[src/rtl/frame_stack_pkg.sv]
// Frame stack shared types: FSM encoding, frame widths, field positions.
// Frame layout is {res, flag, n} with n in the low byte.
package frame_stack_pkg;
  localparam int FIELD_W  = 8;
  localparam int FRAME_W  = 3 * FIELD_W;
  localparam int N_LSB    = 0;
  localparam int FLAG_LSB = 8;
  localparam int RES_LSB  = 16;

  typedef enum logic [2:0] {
    ST_IDLE,
    ST_PUSH,
    ST_POPRD,
    ST_POPCAP,
    ST_ACK
  } state_e;
endpackage

[src/rtl/frame_stack_if.sv]
// Request/response bundle between recursion controller and frame stack.
// master: requester side; slave: frame_stack_ctrl. FRAME_STACK_HWM_EN adds hwm.
interface frame_stack_if #(
  parameter int DW = 8,
  parameter int AW = 4
);
  logic          pushSig;
  logic          popSig;
  logic [DW-1:0] n_in;
  logic [DW-1:0] flag_in;
  logic [DW-1:0] res_in;
  logic          readySig;
  logic [DW-1:0] n_out;
  logic [DW-1:0] flag_out;
  logic [DW-1:0] res_out;
  logic          pop_empty;
  logic [AW:0]   count;
  logic          empty;
  logic          full;
  logic          err_ovf;
  logic          err_udf;
`ifdef FRAME_STACK_HWM_EN
  logic [AW:0]   hwm;

  modport master (
    output pushSig, popSig, n_in, flag_in, res_in,
    input  readySig, n_out, flag_out, res_out, pop_empty,
    input  count, empty, full, err_ovf, err_udf, hwm
  );
  modport slave (
    input  pushSig, popSig, n_in, flag_in, res_in,
    output readySig, n_out, flag_out, res_out, pop_empty,
    output count, empty, full, err_ovf, err_udf, hwm
  );
`else
  modport master (
    output pushSig, popSig, n_in, flag_in, res_in,
    input  readySig, n_out, flag_out, res_out, pop_empty,
    input  count, empty, full, err_ovf, err_udf
  );
  modport slave (
    input  pushSig, popSig, n_in, flag_in, res_in,
    output readySig, n_out, flag_out, res_out, pop_empty,
    output count, empty, full, err_ovf, err_udf
  );
`endif
endinterface

[src/rtl/frame_stack_ram.sv]
// Single-port DEPTH x W frame RAM, synchronous write, one-cycle registered read.
// Ports: clk, we_i, addr_i, wdata_i, rdata_o. Contents are never reset.
module frame_stack_ram #(
  parameter int W     = 24,
  parameter int DEPTH = 16,
  parameter int AW    = 4
) (
  input  logic          clk,
  input  logic          we_i,
  input  logic [AW-1:0] addr_i,
  input  logic [W-1:0]  wdata_i,
  output logic [W-1:0]  rdata_o
);
  logic [W-1:0] mem [DEPTH];
  logic [W-1:0] rdata_q;

  always_ff @(posedge clk) begin
    if (we_i) mem[addr_i] <= wdata_i;
    rdata_q <= mem[addr_i];
  end

  assign rdata_o = rdata_q;
endmodule

[src/rtl/frame_stack_ctrl.sv]
// Frame stack controller: push/pop FSM over frame_stack_ram, readySig pulse per request.
// Ports: clk, rst (sync, active high), bus (frame_stack_if.slave). FRAME_STACK_HWM_EN adds hwm.
module frame_stack_ctrl
  import frame_stack_pkg::*;
#(
  parameter int DW    = FIELD_W,
  parameter int DEPTH = 16,
  parameter int AW    = 4
) (
  input  logic         clk,
  input  logic         rst,
  frame_stack_if.slave bus
);
  state_e          state_q, state_d;
  logic [AW:0]     sp_q, sp_d;
  logic [DW-1:0]   n_q, flag_q, res_q;
  logic            pe_q, pe_d;
  logic            ovf_q, ovf_d;
  logic            udf_q, udf_d;
  logic            cap;
  logic            we;
  logic [AW-1:0]   addr;
  logic            full, empty;
  logic [3*DW-1:0] wdata, rdata;

  assign full  = (sp_q == (AW+1)'(DEPTH));
  assign empty = (sp_q == '0);
  assign wdata = {bus.res_in, bus.flag_in, bus.n_in};

  frame_stack_ram #(
    .W     (3*DW),
    .DEPTH (DEPTH),
    .AW    (AW)
  ) u_ram (
    .clk     (clk),
    .we_i    (we),
    .addr_i  (addr),
    .wdata_i (wdata),
    .rdata_o (rdata)
  );

  always_comb begin
    state_d = state_q;
    sp_d    = sp_q;
    ovf_d   = ovf_q;
    udf_d   = udf_q;
    pe_d    = 1'b0;
    cap     = 1'b0;
    we      = 1'b0;
    addr    = sp_q[AW-1:0];
    unique case (state_q)
      ST_IDLE: begin
        if (bus.pushSig)     state_d = ST_PUSH;
        else if (bus.popSig) state_d = ST_POPRD;
      end
      ST_PUSH: begin
        if (full) begin
          ovf_d = 1'b1;
        end else begin
          we   = 1'b1;
          sp_d = sp_q + 1'b1;
        end
        state_d = ST_ACK;
      end
      ST_POPRD: begin
        if (empty) begin
          udf_d   = 1'b1;
          pe_d    = 1'b1;
          state_d = ST_ACK;
        end else begin
          // At sp == DEPTH the low bits are 0, so this still lands on DEPTH-1.
          addr    = sp_q[AW-1:0] - 1'b1;
          state_d = ST_POPCAP;
        end
      end
      ST_POPCAP: begin
        cap     = 1'b1;
        sp_d    = sp_q - 1'b1;
        state_d = ST_ACK;
      end
      ST_ACK:  state_d = ST_IDLE;
      default: state_d = ST_IDLE;
    endcase
  end

  always_ff @(posedge clk) begin
    if (rst) begin
      state_q <= ST_IDLE;
      sp_q    <= '0;
      pe_q    <= 1'b0;
      ovf_q   <= 1'b0;
      udf_q   <= 1'b0;
      n_q     <= '0;
      flag_q  <= '0;
      res_q   <= '0;
    end else begin
      state_q <= state_d;
      sp_q    <= sp_d;
      pe_q    <= pe_d;
      ovf_q   <= ovf_d;
      udf_q   <= udf_d;
      if (cap) begin
        n_q    <= rdata[N_LSB +: DW];
        flag_q <= rdata[FLAG_LSB +: DW];
        res_q  <= rdata[RES_LSB +: DW];
      end
    end
  end

`ifdef FRAME_STACK_HWM_EN
  logic [AW:0] hwm_q;

  always_ff @(posedge clk) begin
    if (rst)              hwm_q <= '0;
    else if (sp_q > hwm_q) hwm_q <= sp_q;
  end

  assign bus.hwm = hwm_q;
`endif

  // pe_q is only ever set on the POPRD->ACK edge, so it is high in ACK alone.
  assign bus.readySig  = (state_q == ST_ACK);
  assign bus.pop_empty = pe_q;
  assign bus.n_out     = n_q;
  assign bus.flag_out  = flag_q;
  assign bus.res_out   = res_q;
  assign bus.count     = sp_q;
  assign bus.empty     = empty;
  assign bus.full      = full;
  assign bus.err_ovf   = ovf_q;
  assign bus.err_udf   = udf_q;
endmodule
[src/flat_wrapper.sv]
// flat-port wrapper written by rule: the top's interface ports become plain ports
module frame_stack_ctrl_flat import frame_stack_pkg::*;
#(
  parameter int DW    = FIELD_W,
  parameter int DEPTH = 16,
  parameter int AW    = 4
)
  (clk, rst, bus_pushSig, bus_popSig, bus_n_in, bus_flag_in, bus_res_in, bus_readySig, bus_n_out, bus_flag_out, bus_res_out, bus_pop_empty, bus_count, bus_empty, bus_full, bus_err_ovf, bus_err_udf);
  frame_stack_if #(.DW(DW), .AW(AW)) bus_i ();
  input  logic clk;
  input  logic rst;
  input wire logic [$bits(bus_i.pushSig)-1:0] bus_pushSig;
  input wire logic [$bits(bus_i.popSig)-1:0] bus_popSig;
  input wire logic [$bits(bus_i.n_in)-1:0] bus_n_in;
  input wire logic [$bits(bus_i.flag_in)-1:0] bus_flag_in;
  input wire logic [$bits(bus_i.res_in)-1:0] bus_res_in;
  output wire logic [$bits(bus_i.readySig)-1:0] bus_readySig;
  output wire logic [$bits(bus_i.n_out)-1:0] bus_n_out;
  output wire logic [$bits(bus_i.flag_out)-1:0] bus_flag_out;
  output wire logic [$bits(bus_i.res_out)-1:0] bus_res_out;
  output wire logic [$bits(bus_i.pop_empty)-1:0] bus_pop_empty;
  output wire logic [$bits(bus_i.count)-1:0] bus_count;
  output wire logic [$bits(bus_i.empty)-1:0] bus_empty;
  output wire logic [$bits(bus_i.full)-1:0] bus_full;
  output wire logic [$bits(bus_i.err_ovf)-1:0] bus_err_ovf;
  output wire logic [$bits(bus_i.err_udf)-1:0] bus_err_udf;
  assign bus_i.pushSig = bus_pushSig;
  assign bus_i.popSig = bus_popSig;
  assign bus_i.n_in = bus_n_in;
  assign bus_i.flag_in = bus_flag_in;
  assign bus_i.res_in = bus_res_in;
  assign bus_readySig = bus_i.readySig;
  assign bus_n_out = bus_i.n_out;
  assign bus_flag_out = bus_i.flag_out;
  assign bus_res_out = bus_i.res_out;
  assign bus_pop_empty = bus_i.pop_empty;
  assign bus_count = bus_i.count;
  assign bus_empty = bus_i.empty;
  assign bus_full = bus_i.full;
  assign bus_err_ovf = bus_i.err_ovf;
  assign bus_err_udf = bus_i.err_udf;
  frame_stack_ctrl #(.DW(DW), .DEPTH(DEPTH), .AW(AW)) u_core (.clk(clk), .rst(rst), .bus(bus_i));
endmodule
[config.mk]
export PLATFORM = sky130hd
export DESIGN_NAME = frame_stack_ctrl_flat
export DESIGN_NICKNAME = d
export VERILOG_FILES = /design/src/rtl/frame_stack_pkg.sv /design/src/rtl/frame_stack_if.sv /design/src/rtl/frame_stack_ram.sv /design/src/rtl/frame_stack_ctrl.sv /design/src/flat_wrapper.sv
export SDC_FILE = /design/constraint.sdc
export NUM_CORES = 1
export LEC_CHECK = 0
export ABC_AREA = 1
export BUFFER_PORTS_ARGS = -buffer_cell sky130_fd_sc_hd__buf_2
export CORE_ASPECT_RATIO = 1.25
export CORE_MARGIN = 2
export CORE_UTILIZATION = 55
export DETAILED_ROUTE_END_ITERATION = 6
export PLACE_DENSITY = 0.75
export SYNTH_ARGS = -nofsm -noshare
export SYNTH_HDL_FRONTEND = slang
export SYNTH_SLANG_ARGS = --single-unit
[constraint.sdc]
create_clock -name clk -period 8.8 [get_ports clk]
set_input_delay 0.88 -clock clk [delete_from_list [all_inputs] [get_ports clk]]
set_output_delay 0.88 -clock clk [all_outputs]
set_load 0.005 [all_outputs]
==> impl_results.md <==
- I/O pin count: 63
- H-tree lvl count: 2
- Post CTS Setup Buffer Count: 0
- CTS tree: built
- IR drop worst, VDD: 0.154 mV
- Slew headroom: 0.182
- Post-synth net total: 1844
- Multi-input logic area: 0.00517 mm2
- Final Cycle Share: 0.563
- Fmax: 202 MHz
- CTS Buf Count: 41
- Most frequent cells in the layout: nand2_1, edfxtp_1, nand3_1
- Grt total ovfl: 0
- Hpwl dp: 24.6 mm
- Clk sinks: 443
- Register bit count reported by yosys: 443
- Worst Hold Class: reg2reg
- Worst setup EP type: register
- Synth area leaders: edfxtp_1, nand2_1, nand3_1
- Synth Area per Inst: 10.2 um2
- Fin. Hold Viols: 0
- Core box area: 0.0333 mm2
- Hold-fix buffers at CTS: 0
- # nets final: 1859
- DIE HEIGHT: 209 um
- Remaining DRCs: 0
- Crit path arrival time: 5.12 ns
- Unique masters post-synth: 26
- Fillers: 2555
- GRT Util Overall: 0.258
- Combinational share of power: 0.183
- Area grow syn2layout: 10.3%
- Starting density of the core: 0.554
- RSZ-0062 raised after global routing: false
- Net Sw Power: 1470 uW
- Outcome: finished, final reports clean
- TNS Setup: 0 ns
- Clk pwr share: 0.339
- Register area share after synthesis: 0.689
- Origin of the critical flop-to-flop path: u_core.bus.count[0]$_SDFFE_PP0P_
- FP Rows: 75
- Die ar.: 0.0350 mm2
- Reg area: 0.0127 mm2
- # port buffers: 62
- Wire length per cell: 19.7 um
- WS Path Type: reg2reg
- Post-CTS Resized: 0
- Sequential share of power: 0.478
- Gate Count Post-Synth: 1810
- Max-Cap Viols: 0
- Worst path required time: 8.97 ns
- Setup violators final: 0
- Clock Root Buffer: clkbuf_16
- DP Area: 0.0191 mm2
- Final GP Congestion: 0.856
- Final-report max-slew violation count: 0
- DRT Wirelength: 45.0 mm
- Maximum fanout along the worst path: 97
- Vias per Instance: 5.71
- First-pass GRT wire length: 69.8 mm
- Via count: 13.0k
- Synth Cell Area: 0.0185 mm2
- Worst Reg2Reg Path Length in Cells: 8
- Clk buf depth: 3
- Worst Hold Depth: 2
- Crit path launch type: register
- Dominant cell type by area after synthesis: edfxtp_1
- Clock transition at path regs: 0.06 ns
- Layout cells sized above 1: 0.0921
- Internal power: 3570 uW
- Initial antenna violation count: 0
- N_diodes: 0
- Final worst path period need: 4.95 ns
- DRT Pass-1 Iters: 5
- Power Dens Cells: 248 mW/mm2
- Static Leak: 0.00841 uW
- Post-route ant nets: 0
- DR iter-0 viols: 1562
- Pin count of the biggest net entering global routing: 98
- Die X: 168 um
- Hold path startpoint: u_core.bus.err_ovf$_SDFFE_PP0P_
- Skew final: 0.0207 ns
- Most common cell after layout, fill and taps aside: nand2_1
- Switching Fraction: 0.291
- Finished Cell Area: 0.0204 mm2
- Vias in the first global route: 12.7k
- YS warnings: 0
- Tightest Pin Transition: 1.23 ns
- Synth top area share: 0.625
- Worst r2r dst: u_core.u_ram.mem[10][19]$_DFFE_PP_
- FF-to-FF setup slack: 3.85 ns
- Hold Path Sink: u_core.bus.err_ovf$_SDFFE_PP0P_
- Clock latency on the worst-skew pair: 0.56 ns
## cells by family after synthesis
logic type / Yosys count / synth area share
compound gates: 44 / 0.0123
xor+xnor: 3 / 0.00142
fa+ha+maj: 6 / 0.00447
buf+inv: 173 / 0.0404
flops: 443 / 0.689
simple gates: 1141 / 0.253
## metrics by stage
step / worst slack (ns) / utilization / power, uW / hold slack [ns] / cells
floorplan: 5.60 / - / 3060 / 0.431 / 1810
global placement: 4.02 / 0.573 / 3340 / 0.437 / 2205
detailed placement: 3.86 / 0.573 / 3360 / 0.439 / 2205
CTS: 3.88 / 0.611 / 5040 / 0.450 / 2280
global route: 3.62 / 0.611 / 5250 / 0.467 / 2280
finish: 3.85 / 0.611 / 5040 / 0.447 / 2280
## critical path, stage by stage (launching register included)
cell and delay (ns):
dfxtp_1 0.40, inv_2 0.22, ha_1 0.22, nand3_2 0.18, nand2_2 0.24, nand2_4 0.65, nand2_1 1.16, nand3_1 0.59
nor2_4 0.85
## worst max path at each step
stage / startpoint / end
global route: u_core.bus.count[0]$_SDFFE_PP0P_ / u_core.u_ram.mem[10][19]$_DFFE_PP_
CTS: u_core.bus.count[0]$_SDFFE_PP0P_ / u_core.u_ram.mem[10][3]$_DFFE_PP_
finish: u_core.bus.count[0]$_SDFFE_PP0P_ / u_core.u_ram.mem[10][19]$_DFFE_PP_
floorplan: u_core.bus.count[0]$_SDFFE_PP0P_ / u_core.u_ram.mem[4][0]$_DFFE_PP_
detailed placement: u_core.bus.count[0]$_SDFFE_PP0P_ / u_core.u_ram.mem[2][19]$_DFFE_PP_
global placement: u_core.bus.count[0]$_SDFFE_PP0P_ / u_core.u_ram.mem[2][19]$_DFFE_PP_
## routing by layer
metal	vias to the layer above	share of wire	GRT usage
li1	6051	-	-
met1	6196	0.39	0.339
met2	663	0.49	0.428
met3	114	0.088	0.0436
met4	0	0.037	0.108
met5	-	0	0
## cell type report
class,instances,share of cell area
flip-flops and latches,443,0.624
multi-input cells,1194,0.254
clock buffers,49,0.0540
well taps,423,0.0260
repair buffers,75,0.0200
inverters,70,0.0129
clock inverters,26,0.00885
## sequential cells by signal, indices dropped and copies added, names as in the netlist
| register | flops |
|---|---|
| u_core.bus.flag_out | 8 |
| u_core.state_q | 3 |
| u_core.bus.pop_empty | 1 |
| u_core.bus.n_out | 8 |
| u_core.bus.count | 5 |
| u_core.u_ram.rdata_o | 24 |
| u_core.bus.err_ovf | 1 |
| u_core.bus.res_out | 8 |
| u_core.bus.err_udf | 1 |
| u_core.u_ram.mem | 384 |
## Yosys cell counts
| library cell | instances |
|---|---|
| nor2_4 | 1 |
| nand3_2 | 1 |
| fa_1 | 1 |
| xnor2_1 | 2 |
| nand3_1 | 277 |
| buf_6 | 2 |
| dfxtp_1 | 59 |
| edfxtp_1 | 384 |
| nand2_1 | 780 |
| ha_1 | 5 |
| buf_2 | 53 |
| nand2_2 | 4 |
| xor2_1 | 1 |
| buf_1 | 1 |
| o21ai_0 | 32 |
| inv_1 | 58 |
| nor2_2 | 2 |
| buf_4 | 4 |
| inv_2 | 8 |
| nor2_1 | 74 |
| a21oi_1 | 10 |
| o31ai_1 | 1 |
| nor3_1 | 2 |
| clkinv_1 | 4 |
| clkbuf_1 | 43 |
| o21ai_2 | 1 |
## power groups by stage
stage	sequential [uW]	combinational (uW)	clock, uW
2_1_floorplan	2450	612	0
3_3_place_gp	2450	884	0
3_5_place_dp	2450	906	0
4_1_cts	2410	913	1720
5_1_grt	2420	1030	1800
6_report	2410	925	1710
(Power assumes the default switching activity.)
